**src/rtl/float_argmax_seq_pkg.sv**
```systemverilog
// Shared constants and FSM state type for the float argmax sequencer (half-precision layout).
package float_argmax_seq_pkg;
  localparam int D_LEN = 16;
  localparam int E_BIT = 5;
  localparam int F_BIT = 10;

  typedef enum logic [2:0] {
    ST_IDLE  = 3'd0,
    ST_FIRST = 3'd1,
    ST_WAIT  = 3'd2,
    ST_CMP   = 3'd3,
    ST_DONE  = 3'd4
  } state_t;
endpackage

```
**src/rtl/float_argmax_seq_greater_than.sv**
```systemverilog
// Registered sign-magnitude float comparator: gt is float_a > float_b, one cycle later.
module float_argmax_seq_greater_than #(
  parameter int E_BIT = 5,
  parameter int F_BIT = 10
) (
  input  logic                   clk,
  input  logic                   rst_n,
  input  logic [E_BIT+F_BIT:0]   float_a,
  input  logic [E_BIT+F_BIT:0]   float_b,
  output logic                   gt
);
  localparam int M_W = E_BIT + F_BIT;

  logic           sign_a, sign_b;
  logic [M_W-1:0] mag_a, mag_b;
  logic           gt_next;

  assign sign_a = float_a[M_W];
  assign sign_b = float_b[M_W];
  assign mag_a  = float_a[M_W-1:0];
  assign mag_b  = float_b[M_W-1:0];

  // Negative operands compare with <=, so equal negatives report gt=1; callers mask ties.
  always_comb begin
    gt_next = 1'b0;
    if (sign_a != sign_b) gt_next = !sign_a;
    else if (!sign_a)     gt_next = (mag_a > mag_b);
    else                  gt_next = (mag_a <= mag_b);
  end

  always_ff @(posedge clk or negedge rst_n) begin
    if (!rst_n) gt <= 1'b0;
    else        gt <= gt_next;
  end
endmodule

```
**src/rtl/float_argmax_seq.sv**
```systemverilog
// Streams N floats through one registered comparator and reports the index of the first maximum.
// Optional macro ARGMAX_VAL_EN adds the max_val output.
module float_argmax_seq
  import float_argmax_seq_pkg::*;
#(
  parameter int IDX_W = 4
) (
  input  logic             clk,
  input  logic             rst_n,
  input  logic             start,
  input  logic [IDX_W:0]   n_items,
  input  logic [D_LEN-1:0] in_data,
  input  logic             in_valid,
  output logic             in_ready,
  output logic             busy,
  output logic             done,
  output logic [IDX_W-1:0] max_idx,
  output logic             empty,
  output logic [2:0]       state_dbg
`ifdef ARGMAX_VAL_EN
  ,
  output logic [D_LEN-1:0] max_val
`endif
);
  // Handshake: an element transfers on any rising edge where in_valid && in_ready;
  // in_valid may be held low indefinitely and in_data is ignored while in_ready is low.
  localparam logic [IDX_W:0] N_MAX = {1'b1, {IDX_W{1'b0}}};

  state_t           state;
  logic [IDX_W:0]   n_r;
  logic [IDX_W:0]   idx_cnt;
  logic [D_LEN-1:0] max_r;
  logic [D_LEN-1:0] cur_r;
  logic [IDX_W-1:0] cur_idx;
  logic             eq_r;
  logic             gt;
  logic             accept;

  assign accept    = in_valid && in_ready;
  assign state_dbg = state;

  float_argmax_seq_greater_than #(.E_BIT(E_BIT), .F_BIT(F_BIT)) u_gt (
    .clk     (clk),
    .rst_n   (rst_n),
    .float_a (in_data),
    .float_b (max_r),
    .gt      (gt)
  );

  always_ff @(posedge clk or negedge rst_n) begin
    if (!rst_n) begin
      state    <= ST_IDLE;
      in_ready <= 1'b0;
      busy     <= 1'b0;
      done     <= 1'b0;
      empty    <= 1'b0;
      max_idx  <= '0;
      max_r    <= '0;
      cur_r    <= '0;
      cur_idx  <= '0;
      eq_r     <= 1'b0;
      idx_cnt  <= '0;
      n_r      <= '0;
    end else begin
      done <= 1'b0;
      case (state)
        ST_IDLE: begin
          if (start) begin
            n_r     <= (n_items > N_MAX) ? N_MAX : n_items;
            empty   <= (n_items == '0);
            max_idx <= '0;
            max_r   <= '0;
            idx_cnt <= '0;
            busy    <= 1'b1;
            if (n_items == '0) begin
              state <= ST_DONE;
              done  <= 1'b1;
            end else begin
              state    <= ST_FIRST;
              in_ready <= 1'b1;
            end
          end
        end
        ST_FIRST: begin
          if (accept) begin
            max_r   <= in_data;
            max_idx <= '0;
            idx_cnt <= {{IDX_W{1'b0}}, 1'b1};
            if (n_r == {{IDX_W{1'b0}}, 1'b1}) begin
              state    <= ST_DONE;
              done     <= 1'b1;
              in_ready <= 1'b0;
            end else begin
              state <= ST_WAIT;
            end
          end
        end
        ST_WAIT: begin
          if (accept) begin
            cur_r    <= in_data;
            cur_idx  <= idx_cnt[IDX_W-1:0];
            eq_r     <= (in_data == max_r);
            state    <= ST_CMP;
            in_ready <= 1'b0;
          end
        end
        ST_CMP: begin
          // Ties keep the earlier index.
          if (gt && !eq_r) begin
            max_r   <= cur_r;
            max_idx <= cur_idx;
          end
          idx_cnt <= idx_cnt + 1'b1;
          if (idx_cnt == n_r - 1'b1) begin
            state <= ST_DONE;
            done  <= 1'b1;
          end else begin
            state    <= ST_WAIT;
            in_ready <= 1'b1;
          end
        end
        ST_DONE: begin
          state <= ST_IDLE;
          busy  <= 1'b0;
        end
        default: begin
          state    <= ST_IDLE;
          busy     <= 1'b0;
          in_ready <= 1'b0;
        end
      endcase
    end
  end

`ifdef ARGMAX_VAL_EN
  assign max_val = max_r;
`endif
endmodule

```
**config.mk**
```make
export PLATFORM = sky130hd
export DESIGN_NAME = float_argmax_seq
export DESIGN_NICKNAME = d
export VERILOG_FILES = /design/src/rtl/float_argmax_seq_pkg.sv /design/src/rtl/float_argmax_seq_greater_than.sv /design/src/rtl/float_argmax_seq.sv
export SDC_FILE = /design/constraint.sdc
export NUM_CORES = 1
export LEC_CHECK = 0
export CORE_UTILIZATION = 55
export DETAILED_ROUTE_END_ITERATION = 10
export DONT_BUFFER_PORTS = 1
export PLACE_DENSITY = 0.7
export REMOVE_ABC_BUFFERS = 1
export SLEW_MARGIN = 15
export SYNTH_ARGS = -nofsm -noshare
export SYNTH_HDL_FRONTEND = slang
export SYNTH_SLANG_ARGS = --single-unit
```
**constraint.sdc**
```tcl
create_clock -name clk -period 2 [get_ports clk]
set_input_delay 0.5 -clock clk [delete_from_list [all_inputs] [get_ports clk]]
set_output_delay 0.5 -clock clk [all_outputs]
set_load 0.01 [all_outputs]
```
==> run metrics <==
Synth-to-Final Area Change=9.34%; Final Cycle Share=94.3%; Cells after Synth=285; Syn Area/Cell=11.1 um2; Die Ht=77.8 um; GP Congestion=0.786; CTS buffer count=9; final antenna-violating net count=0; actual slew at the worst max-slew pin=429 ps; top cells by area, synth=dfrtp_1 47%, ha_1 7.1%, mux2_2 7.1%; R2R Path Start=n_r[0]$_DFFE_PN0P_; Die Area=6060 um2; DIE WIDTH=77.8 um; Critical R2R Capture=state_dbg[1]$_DFFE_PN0P_; most numerous cell in the Yosys netlist=dfrtp_1; Slew headroom=71.1%; Arr. time, crit path=2080 ps; vias in the first global route=2262; Netlist cell types=50; final setup violation count=0; final instance area=3460 um2; share of the synthesized area in the top cell type=46.7%; Hold Crit Class=in2async; pin count of the biggest net entering global routing=60; antenna cells=0; clk slew on worst S/H paths=70 ps; Synth Flop Type=dfrtp_1; slowest stage delay, CP=460 ps; Overflow after GRT=0; clock power share=20.3%; Fmax achieved=530 MHz; Setup TNS=0 ps; detailed placement HPWL=4050 um; DR vias/cell=5.88; Leakage Power=1.62 nW; max cap viols=0; Logic pwr share=40.5%; register area share after synthesis=46.7%; maximum VDD drop=779 uV; Final Max Slew Viols=0; switching part of the total power=37.4%; area leader, netlist=dfrtp_1; Ys Warns=0; fraction of registers with async set/reset=100%; detailed-route wire length per cell=16.0 um; DR pass1 iterations=6; Initial DRC Count=118; multi-input logic area=1500 um2; pwr/cell area=1510 nW/um2; Initial Util=57.1%; clk_lat worst skew=340 ps; CTS H-tree depth=3; Fillers=478; Cell Rows=27; Sequential Power Share=39.2%; CTS tree=yes; Core Footprint=5540 um2; Critical Path Start Type=flip-flop; Worst setup EP type=flip-flop; P_sw=1.95 mW; Setup WS pre-CTS=46.1 ps; CP Cell Sequence=inv_1, ha_1, nor3b_1, xnor2_1, nand2_1, nor3_1, a311oi_1; top cells by count, synth=59 x dfrtp_1, 24 x a21oi_1, 20 x mux2_2; detailed-route via count=2188; initial antenna violation count=0; number of flops mapped to enable cells by yosys=0; first-pass GRT wire length=10400 um; final WL=5950 um; Final Critical Period=1890 ps; Worst Slack Setup Final=115 ps; Clock Skew=3.80 ps; fin util=62.4%; Int Power=3.27 mW; Remaining DRCs=0; CTS Sinks=59; Worst EP required=2200 ps; Register-to-Register Path Depth=7; Synth Cell Area=3160 um2; buffer depth of the longest clock path=2; number of I/O port buffers=0; R2R setup slack=110 ps; layout cells sized above 1=22.3%; RSZ-0062 raised after global routing=false; status=completed; post_cts resized=0; Final nets=338; Crit Path Category=reg2reg; FF+latch area=1480 um2; Crit Path Max Fanout=5; Slowest cell on crit path=dfrtp_1; Placed Area=3240 um2; #FFs+latches synth=59; final hold violations=0; Root Buffer=clkbuf_8; IO Pins=36; All-Layer GR Usage=22.3%
## power groups by stage
stage / combinational [mW] / sequential (mW) / clock [mW]
finish: 2.12 / 2.05 / 1.06
global route: 2.41 / 2.11 / 1.14
CTS: 2.15 / 2.05 / 1.09
detailed placement: 2.10 / 2.07 / 0
global placement: 2.04 / 2.06 / 0
floorplan: 1.62 / 2.00 / 0
## per-stage QoR
step                power [mW]  cells  hold WS (ps)
floorplan                 3.63    271           204
global placement          4.10    355           206
detailed placement        4.17    355           206
CTS                       5.28    372          22.0
global route              5.66    372          38.9
finish                    5.23    372          24.7
## flip-flops by register name, summed over array words and instances, names as in the netlist
signal,cells
cur_r,16
max_r,16
idx_cnt,5
n_r,5
cur_idx,4
max_idx,4
state_dbg,3
busy,1
done,1
empty,1
eq_r,1
in_ready,1
u_gt.gt,1
## placed cells by master (no fill, tap or decap), types with 2 or more instances in the layout
master,instances
nand2b_1,6
xnor2_1,4
o21ai_0,15
buf_4,12
a221oi_1,5
a21oi_1,24
clkinv_2,3
dfrtp_1,59
clkinvlp_4,2
nand2_1,17
nor2_1,11
a211oi_1,2
nand3_1,4
a221oi_2,11
nor3_1,5
a21boi_0,2
a22o_1,5
mux2_2,20
and4_1,2
a211o_1,4
nand4_1,2
xor2_1,6
and3_1,3
ha_1,18
clkbuf_8,9
a21o_1,4
inv_1,19
## routing by layer
metal  wire, um  share of wire [%]  track usage, %  vias up
met4         82                1.4            8.49        0
li1           -                  -               -     1065
met5          0                  0               0        -
met1       2740                 46            27.3     1076
met2       2850                 48            36.9       38
met3        273                4.6            6.82        9
## what timing repair did
item                                   CTS  global route
endpoints found under the hold margin   59             0
hold buffers                             1             0
buffers inserted                         0             0
## cell type report
type	count	area share, %
Clock buffer	9	3.58
Clock inverter	7	1.99
Inverter	20	2.24
Multi-Input combinational cell	192	43.5
Sequential cell	59	42.7
Tap cell	72	2.60
Timing Repair Buffer	13	3.40
## cells by family after synthesis
group	count (synthesis)	share of synthesized area, %
AO/OA/AOI/OAI	83	20.4
XOR/XNOR	10	2.77
adder cells (fa/ha/maj)	18	7.12
buffers and inverters	34	5.78
flip-flops	59	46.7
multiplexers	20	7.12
AND/OR/NAND/NOR	61	10.2
## critical path: cells and delay by family, from the launching register on
| kind | cells | cell delay [ps] |
|---|---|---|
| and+or+nand+nor | 3 | 720 |
| buffers and inverters | 1 | 90 |
| DFF | 1 | 460 |
| AOI/OAI and AO/OA | 1 | 160 |
| adders and majority gates | 1 | 170 |
| xor gates and xnor gates | 1 | 140 |
## worst max-delay path by stage
stage / cells past startpoint / start / slack (ps) / endpoint
global placement: 6 / in_data[10] / 60 / u_gt.gt$_DFF_PN0_
CTS: 7 / n_r[0]$_DFFE_PN0P_ / 90 / state_dbg[1]$_DFFE_PN0P_
detailed placement: 6 / in_data[5] / 50 / u_gt.gt$_DFF_PN0_
global route: 7 / n_r[0]$_DFFE_PN0P_ / 1 / state_dbg[1]$_DFFE_PN0P_
finish: 7 / n_r[0]$_DFFE_PN0P_ / 110 / state_dbg[1]$_DFFE_PN0P_
floorplan: 4 / state_dbg[0]$_DFFE_PN0P_ / -120 / max_r[15]$_DFFE_PN0P_
Power figures use the tool's default switching activity.
